File: config.mk
export PLATFORM = sky130hd
export DESIGN_NAME = pht_write_scheduler
export DESIGN_NICKNAME = d
export VERILOG_FILES = /design/src/rtl/pht_write_scheduler.sv
export SDC_FILE = /design/constraint.sdc
export NUM_CORES = 1
export LEC_CHECK = 0
export CORE_MARGIN = 3
export CORE_UTILIZATION = 45
export CTS_CLUSTER_DIAMETER = 100
export DETAILED_ROUTE_END_ITERATION = 7
export PLACE_DENSITY = 0.8
export SKIP_CTS_REPAIR_TIMING = 1
export SLEW_MARGIN = 20
export SYNTH_ARGS = -nofsm -noshare
export SYNTH_HDL_FRONTEND = slang
export SYNTH_SLANG_ARGS = --single-unit
File: constraint.sdc
create_clock -name clk -period 9.6 [get_ports clk]
set_input_delay 2.88 -clock clk [delete_from_list [all_inputs] [get_ports clk]]
set_output_delay 2.88 -clock clk [all_outputs]
set_load 0.05 [all_outputs]
File: src/rtl/pht_write_scheduler.sv
// PHT write-port scheduler: saturating counter update, bank-conflict-free port grant,
// age-ordered deferral queue and init sweep. Optional drop statistics via PHT_SCHED_DROP_STATS_EN.
module pht_write_scheduler #(
    parameter int ENTRY_NUM   = 2048,
    parameter int ENTRY_WIDTH = 2,
    parameter int REQ_NUM     = 2,
    parameter int BANK_NUM    = 2,
    parameter int QUEUE_DEPTH = 4,
    parameter int INIT_VALUE  = 2
) (
    input  logic                                  clk,
    input  logic                                  rst_n,
    input  logic                                  initStart,
    output logic                                  initBusy,
    input  logic [REQ_NUM-1:0]                    reqValid,
    input  logic [REQ_NUM*$clog2(ENTRY_NUM)-1:0]  reqIdx,
    input  logic [REQ_NUM-1:0]                    reqTaken,
    input  logic [REQ_NUM*ENTRY_WIDTH-1:0]        reqPrev,
    output logic [REQ_NUM-1:0]                    we,
    output logic [REQ_NUM*$clog2(ENTRY_NUM)-1:0]  wa,
    output logic [REQ_NUM*ENTRY_WIDTH-1:0]        wv,
    output logic [$clog2(QUEUE_DEPTH):0]          queueCount
`ifdef PHT_SCHED_DROP_STATS_EN
    ,
    output logic [31:0]                           dropCount,
    output logic                                  dropPulse
`endif
);

    localparam int IW = $clog2(ENTRY_NUM);
    localparam int VW = ENTRY_WIDTH;
    localparam int BW = (BANK_NUM > 1) ? $clog2(BANK_NUM) : 1;
    localparam int PW = $clog2(QUEUE_DEPTH);
    localparam int CW = PW + 1;
    localparam logic [VW-1:0] VMAX = {VW{1'b1}};

    typedef enum logic {INIT, RUN} state_t;

    state_t          state, nextState;
    logic [IW-1:0]   sweepIdx;
    logic [PW-1:0]   rdPtr, wrPtr;
    logic [CW-1:0]   count;
    logic [IW-1:0]   qIdx [QUEUE_DEPTH];
    logic [VW-1:0]   qVal [QUEUE_DEPTH];

    logic                pop;
    logic                granted;
    logic [REQ_NUM-1:0]  portUsed;
    logic [BANK_NUM-1:0] bankUsed;
    logic [REQ_NUM-1:0]  defer;
    logic [REQ_NUM-1:0]  pushEn;
    logic [PW-1:0]       pushPos [REQ_NUM];
    logic [CW-1:0]       pushN;
    logic [CW-1:0]       freeSlots;
    logic [VW-1:0]       reqNew [REQ_NUM];

    function automatic logic [VW-1:0] satNext(input logic [VW-1:0] prev, input logic taken);
        if (taken) return (prev == VMAX) ? prev : prev + 1'b1;
        else       return (prev == '0)   ? prev : prev - 1'b1;
    endfunction

    function automatic logic [BW-1:0] bankOf(input logic [IW-1:0] idx);
        return BW'(idx & IW'(BANK_NUM - 1));
    endfunction

    for (genvar g = 0; g < REQ_NUM; g++) begin : gNew
        assign reqNew[g] = satNext(reqPrev[g*VW +: VW], reqTaken[g]);
    end

    assign initBusy   = (state == INIT);
    assign queueCount = count;

    always_comb begin
        nextState = state;
        we        = '0;
        wa        = '0;
        wv        = '0;
        pop       = 1'b0;
        granted   = 1'b0;
        portUsed  = '0;
        bankUsed  = '0;
        defer     = '0;
        pushEn    = '0;
        pushN     = '0;
        freeSlots = '0;
        for (int i = 0; i < REQ_NUM; i++) pushPos[i] = '0;

        unique case (state)
            INIT: begin
                we[0]     = 1'b1;
                wa[0 +: IW] = sweepIdx;
                wv[0 +: VW] = VW'(INIT_VALUE);
                if (!initStart && sweepIdx == IW'(ENTRY_NUM - 1)) nextState = RUN;
            end
            RUN: begin
                // Queue head is always the oldest update, so it owns port 0.
                if (count != '0) begin
                    pop         = 1'b1;
                    we[0]       = 1'b1;
                    wa[0 +: IW] = qIdx[rdPtr];
                    wv[0 +: VW] = qVal[rdPtr];
                    portUsed[0] = 1'b1;
                    bankUsed[bankOf(qIdx[rdPtr])] = 1'b1;
                end
                for (int i = 0; i < REQ_NUM; i++) begin
                    if (reqValid[i]) begin
                        granted = 1'b0;
                        if (!bankUsed[bankOf(reqIdx[i*IW +: IW])]) begin
                            for (int p = 0; p < REQ_NUM; p++) begin
                                if (!granted && !portUsed[p]) begin
                                    granted          = 1'b1;
                                    portUsed[p]      = 1'b1;
                                    we[p]            = 1'b1;
                                    wa[p*IW +: IW]   = reqIdx[i*IW +: IW];
                                    wv[p*VW +: VW]   = reqNew[i];
                                end
                            end
                        end
                        if (granted) bankUsed[bankOf(reqIdx[i*IW +: IW])] = 1'b1;
                        else         defer[i] = 1'b1;
                    end
                end
                freeSlots = CW'(QUEUE_DEPTH) - count + CW'(pop);
                for (int i = 0; i < REQ_NUM; i++) begin
                    if (defer[i] && pushN < freeSlots) begin
                        pushEn[i]  = 1'b1;
                        pushPos[i] = wrPtr + PW'(pushN);
                        pushN      = pushN + 1'b1;
                    end
                end
                if (initStart) nextState = INIT;
            end
            default: nextState = INIT;
        endcase

        // Ports are held quiet for as long as reset is asserted.
        if (!rst_n) begin
            we = '0;
            wa = '0;
            wv = '0;
        end
    end

    always_ff @(posedge clk or negedge rst_n) begin
        if (!rst_n) begin
            state    <= INIT;
            sweepIdx <= '0;
            rdPtr    <= '0;
            wrPtr    <= '0;
            count    <= '0;
        end else begin
            state <= nextState;
            if (initStart)          sweepIdx <= '0;
            else if (state == INIT) sweepIdx <= sweepIdx + 1'b1;
            if (initStart) begin
                rdPtr <= '0;
                wrPtr <= '0;
                count <= '0;
            end else begin
                rdPtr <= rdPtr + PW'(pop);
                wrPtr <= wrPtr + PW'(pushN);
                count <= count - CW'(pop) + pushN;
            end
        end
    end

    always_ff @(posedge clk) begin
        for (int i = 0; i < REQ_NUM; i++) begin
            if (pushEn[i]) begin
                qIdx[pushPos[i]] <= reqIdx[i*IW +: IW];
                qVal[pushPos[i]] <= reqNew[i];
            end
        end
    end

`ifdef PHT_SCHED_DROP_STATS_EN
    logic [REQ_NUM-1:0] dropMask;
    logic [32:0]        dropSum;

    assign dropMask  = defer & ~pushEn;
    assign dropPulse = |dropMask;

    always_comb begin
        dropSum = {1'b0, dropCount};
        for (int i = 0; i < REQ_NUM; i++) dropSum = dropSum + 33'(dropMask[i]);
    end

    always_ff @(posedge clk or negedge rst_n) begin
        if (!rst_n)          dropCount <= '0;
        else if (initStart)  dropCount <= '0;
        else if (dropSum[32]) dropCount <= '1;
        else                 dropCount <= dropSum[31:0];
    end
`endif

endmodule

==> impl_metrics.csv, run 1 <==
group,metric,value,unit
status,status,"complete, no violations",
layout,drive_above_1_share,22.5,%
cts,clock_latency,0.36,ns
timing,fin_tns_setup,0,ns
timing,clock_skew,0.0162,ns
global_route,grt_pass1_vias,3339,
timing,worst_pin_slew,1.06,ns
placed_design,dp_hpwl,7.71,mm
job,drv_cap,0,
setup_path,crit_path_start_kind,"primary input",
worst_hold_path,hp-class,"reg2reg",
yosys,avgSynthCellArea,12.5,µm²
yosys,synth-seq-cells,71,
yosys,synthDistinctLibCells,55,
setup_path,crit_family,"buffers and inverters",
yosys,syn_nets,405,
detailed_routing,drc,0,
pwr,total_power,0.000650,W
detailed_routing,vias,3372,
pwr,p_leak,1.94,nW
setup_path,worstPathCellList,"clkdlybuf4s50_1, xnor2_1, a221o_1, nor4b_2, buf_4, a22o_1, clkdlybuf4s50_1",
timing,relSlewSlack,29.1,%
timing,rsz0062_at_grt,"false",
yosys,yosys_warnings,0,
placed_design,place_congestion,0.825,
pwr,powerDensity,118,mW/mm²
layout,syn_to_final_growth,20.7,%
setup_path,end_kind,"output port",
global_route,grt_pass1_wl,18.1,mm
detailed_routing,totalWireLength,11.4,mm
cts,htreeDepth,3,
yosys,synth_cells,362,
layout,nNetsFinal,461,
detailed_routing,antenna_left,0,
detailed_routing,first_pass_iters,5,
placed_design,port_buffers,64,
detailed_routing,viasPerCell,6.06,
timing,setup_viol,0,
setup_path,crit_top_cell,"clkdlybuf4s50_1",
detailed_routing,wl_per_cell,20.6,µm
setup_path,crit_buf_inv,3,
pwr,vdd_ir_drop_max,0.0634,mV
floorplanning,io_pins,65,
cts,cts.sinks,71,
setup_path,worstPathRequired,6.72,ns
timing,min_period_over_period,89.6,%
floorplanning,placementRows,36,
floorplanning,die_area,0.0113,mm²
layout,final_common_cell,"clkdlybuf4s50_1",
timing,finalMaxSlewViolations,0,
setup_path,crit_slowest_cell,"clkdlybuf4s50_1",
cts,clock_tree.root_cell,"clkbuf_8",
setup_path,crit_type,"in2out",
layout,antenna_cells,0,
setup_path,crit_arrival,5.72,ns
global_route,grt_overflow,0,
timing,finalHoldViolations,0,
layout,final_cell_mix,"63 x clkdlybuf4s50_1, 52 x edfxtp_1, 28 x mux2_4",
timing,max_clock_freq,116,MHz
yosys,async_flop_share,26.8,%
cts,path_clk_slew,0.08,ns
global_route,grt_max_degree,26,
setup_path,crit_fanout,9,
timing,fin_crit,8.60,ns
yosys,yosysSeqAreaShare,44.8,%
floorplanning,initial_core_util,46.5,%
placed_design,placed_cell_area,0.00528,mm²
cts,cts_buffers,9,
cts,cts_buffer_depth,2,
detailed_routing,initialDrtViolationCount,257,
yosys,synthesis.area,0.00454,mm²
global_route,antenna_found_initial,0,
floorplanning,core,0.00977,mm²
layout,final_area,0.00548,mm²
cts,cts_tree,"built",
yosys,ys.flop_type,"edfxtp_1",
global_route,grt_util_all_layers,20.7,%
setup_path,crit_path_max_incr_delay,0.80,ns
timing,whs,0.576,ns
floorplanning,die_h,106,µm
yosys,synth-edff-count,52,
floorplanning,die_width,106,µm
## final cells by class
class / instances / area (µm²)
Tap cell: 133 / 166
Clock buffer: 9 / 124
Sequential cell: 71 / 2040
Fill cell: 833 / 4290
Clock inverter: 7 / 76.3
Multi-Input combinational cell: 256 / 2350
Inverter: 9 / 33.8
Timing Repair Buffer: 71 / 691
## per-layer routing
layer / track usage (%) / share of wire (%)
met2: 34.0 / 49
met1: 28.2 / 43
met3: 5.22 / 7.1
met5: 0 / 0
met4: 3.74 / 0.68
## worst reg2reg max path: stages, from the launching register on
cell     delay (ns)
dfrtp_1        0.85
mux4_2         0.50
xor2_2         0.33
nor2_1         0.13
ha_1           0.27
xor2_1         0.20
or4_1          0.47
nor3_4         0.80
or2_1          0.73
## synthesized netlist by cell type (7+ instances only)
cell	instances	share of area [%]
xnor2_1	9	1.7
mux2i_1	9	2.0
nor2b_1	7	0.96
ha_1	9	2.5
nor2_1	26	2.1
nand2_1	20	1.7
clkbuf_1	16	1.3
mux2_4	28	9.3
mux2_2	16	4.0
mux4_2	12	6.0
o211ai_1	11	1.8
xor2_1	8	1.5
inv_1	9	0.74
a22o_1	10	1.9
dfrtp_1	19	10
a221o_1	10	2.2
a21oi_1	19	2.1
edfxtp_1	52	34
## registers in the layout (all words and copies together), names as in the netlist
name / cells
rdPtr: 2
state: 1
wrPtr: 2
queueCount: 3
qIdx: 44
qVal: 8
sweepIdx: 11
## cells by family after synthesis
group,share of synthesized area (%)
mux,21.7
flops,44.8
xor+xnor,3.64
simple gates,11.4
other cells,0.0826
compound gates,11.8
fa+ha+maj,2.92
buf+inv,3.61
## per-stage QoR
| stage | std cells | setup slack, ns | util (%) |
|---|---|---|---|
| final | 556 | 0.996 | 56.1 |
| after CTS | 556 | 0.999 | 56.1 |
| after global routing | 556 | 0.897 | 56.1 |
| after detailed placement | 540 | 0.996 | 54.0 |
| after floorplan | 362 | 1.84 | - |
| after global placement | 540 | 1.09 | 54.0 |
## where the power goes
| part | switching [W] | internal (W) |
|---|---|---|
| sequential | 0.00000139 | 0.000331 |
| combinational | 0.0000368 | 0.0000344 |
| clock | 0.000124 | 0.000122 |
| total | 0.000162 | 0.000487 |
## path summary, 6_finish.rpt
path                              from            to  slack (ns)  cells after the start
min reg2reg                sweepIdx[2]   sweepIdx[2]        0.58                      2
min                        sweepIdx[2]   sweepIdx[2]        0.58                      2
max reg2reg                   rdPtr[1]    qVal[0][1]        4.95                      8
max                         reqIdx[11]        wa[18]         1.0                      7
min in group asynchronous        rst_n  sweepIdx[10]        2.92                      2
max in group asynchronous        rst_n      wrPtr[0]        6.47                      2
Note: power is estimated with default switching activity, not from simulation.
==> run 2, diff against run 1 <==
CORE_UTILIZATION = 49   (was 45)
CTS_CLUSTER_SIZE = 24   (was not set)
PLACE_DENSITY = 0.85   (was 0.8)
==> impl_metrics.csv, run 2 (synthesis results as in run 1) <==
group,metric,value,unit
pwr,p_int,0.000513,W
timing,fin_tns_setup,0,ns
setup_path,r2r_cells,8,
layout,syn_to_final_growth,20.2,%
setup_path,worstPathRequired,6.72,ns
layout,largest_reg_flops,44,
timing,max_clock_freq,114,MHz
pwr,p_leak,1.95,nW
cts,clock_tree.root_cell,"clkbuf_8",
placed_design,place_congestion,0.802,
timing,finalHoldViolations,0,
timing,rsz0062_at_grt,"false",
setup_path,r2r-start,"rdPtr[0]",
worst_hold_path,worstHoldStart,"sweepIdx[2]",
cts,cts.sinks,71,
detailed_routing,wl_per_cell,22.2,µm
detailed_routing,vias,3404,
pwr,p_seq_share,49.4,%
global_route,grt_pass1_vias,3456,
setup_path,crit_arrival,5.86,ns
placed_design,post-place-ws,0.867,ns
job,drv_cap,0,
floorplanning,io_pins,65,
layout,final_common_cell,"clkdlybuf4s50_1",
detailed_routing,totalWireLength,11.8,mm
timing,worst_pin_slew,1.00,ns
placed_design,port_buffers,64,
pwr,p_clk_share,40.0,%
worst_hold_path,whs_path_depth,2,
placed_design,dp_hpwl,8.01,mm
layout,nNetsFinal,459,
pwr,powerDensity,123,mW/mm²
setup_path,end_kind,"output port",
timing,finalMaxSlewViolations,0,
floorplanning,die_area,0.0105,mm²
global_route,antenna_found_initial,0,
timing,relSlewSlack,32.9,%
detailed_routing,viasPerCell,6.43,
timing,clock_skew,0.00824,ns
pwr,switching_share,23.8,%
global_route,grt_max_degree,26,
timing,setup_slack,0.862,ns
setup_path,crit_type,"in2out",
global_route,grt_overflow,0,
setup_path,worstReg2RegEnd,"qIdx[0][4]",
floorplanning,placementRows,34,
status,status,"complete, no violations",
worst_hold_path,hold_path_end,"sweepIdx[2]",
timing,setup_viol,0,
pwr,vdd_ir_drop_max,0.0670,mV
floorplanning,initial_core_util,51.3,%
detailed_routing,drc,0,
floorplanning,core,0.00885,mm²
layout,drive_above_1_share,21.6,%
detailed_routing,antenna_left,0,
layout,fin_util,61.7,%
worst_hold_path,hp-class,"reg2reg",
floorplanning,die_h,102,µm
pwr,p_switching,0.000160,W
setup_path,crit_fanout,14,
cts,cts_tree,"built",
layout,antenna_cells,0,
setup_path,crit_path_start_kind,"primary input",
pwr,pwr-share-comb,10.6,%
setup_path,reg2reg_slack,4.69,ns
timing,min_period_over_period,91.0,%
timing,fin_crit,8.74,ns
detailed_routing,initialDrtViolationCount,290,
detailed_routing,first_pass_iters,5,
cts,cts_buffers,9,
layout,final_cell_mix,"63 x clkdlybuf4s50_1, 52 x edfxtp_1, 28 x mux2_4",
cts,path_clk_slew,0.08,ns
global_route,grt_util_all_layers,23.6,%
floorplanning,die_width,102,µm
global_route,grt_pass1_wl,18.3,mm
cts,htreeDepth,3,
cts,clock_latency,0.35,ns
cts,cts_buffer_depth,2,
-- run 2: changes by cell type in the layout (fill, tap and decap cells not counted), sizes merged --
cell,change
clkinv,+3
inv,-3
buf,-2
clkinvlp,-2
bufinv,+1
clkbuf,+1
-- run 2: final cells by class --
type                            count  area, µm²
Clock buffer                       10        128
Clock inverter                      6       95.1
Fill cell                         672       3390
Inverter                            9       33.8
Multi-Input combinational cell    256       2360
Sequential cell                    71       2040
Tap cell                          108        135
Timing Repair Buffer               69        676
-- run 2: per-layer routing --
metal / part of all wire, % / global-route usage (%) / vias up / routed length, µm
met3: 8.3 / 3.75 / 36 / 976
met1: 38 / 28.9 / 1679 / 4440
met4: 2.9 / 11.2 / 0 / 342
met2: 51 / 40.7 / 181 / 6000
li1: - / - / 1508 / -
met5: 0 / 0 / - / 0
-- run 2: how the worst max path moves through the flow --
stage,slack [ns],to,cells after the start,start
2_1_floorplan,1.84,wv[2],5,reqIdx[0]
3_3_place_gp,0.90,wa[9],7,reqValid[0]
3_5_place_dp,0.87,wv[2],7,rst_n
4_1_cts,0.85,wv[2],7,rst_n
5_1_grt,0.59,wv[2],7,rst_n
6_report,0.86,wv[2],7,rst_n
-- run 2: critical path, stage by stage --
cell and delay (ns):
clkdlybuf4s50_1 0.72, inv_1 0.33, nor2_1 0.28, and4_1 0.59
inv_1 0.11, o22ai_1 0.12, clkdlybuf4s50_1 0.83
-- run 2: per-stage QoR --
| stage | area, µm² | instances | power, W | hold slack (ns) |
|---|---|---|---|---|
| floorplan | 4540 | 362 | 0.000378 | 0.516 |
| global placement | 5230 | 513 | 0.000407 | 0.543 |
| detailed placement | 5230 | 513 | 0.000410 | 0.561 |
| CTS | 5450 | 529 | 0.000674 | 0.579 |
| global route | 5460 | 529 | 0.000692 | 0.596 |
| finish | 5460 | 529 | 0.000673 | 0.582 |
-- run 2: power groups by stage --
stage,Clock (W),Sequential (W),Combinational [W]
floorplan,0,0.000338,0.0000395
detailed placement,0,0.000339,0.0000706
finish,0.000269,0.000332,0.0000714
global placement,0,0.000339,0.0000678
global route,0.000283,0.000332,0.0000769
CTS,0.000271,0.000332,0.0000711
==> run 3, diff against run 2 <==
GPL_ROUTABILITY_DRIVEN = 0   (was not set)
==> results of run 3 <==
No change in the layout: final DEF, timing and power equal those of run 2.
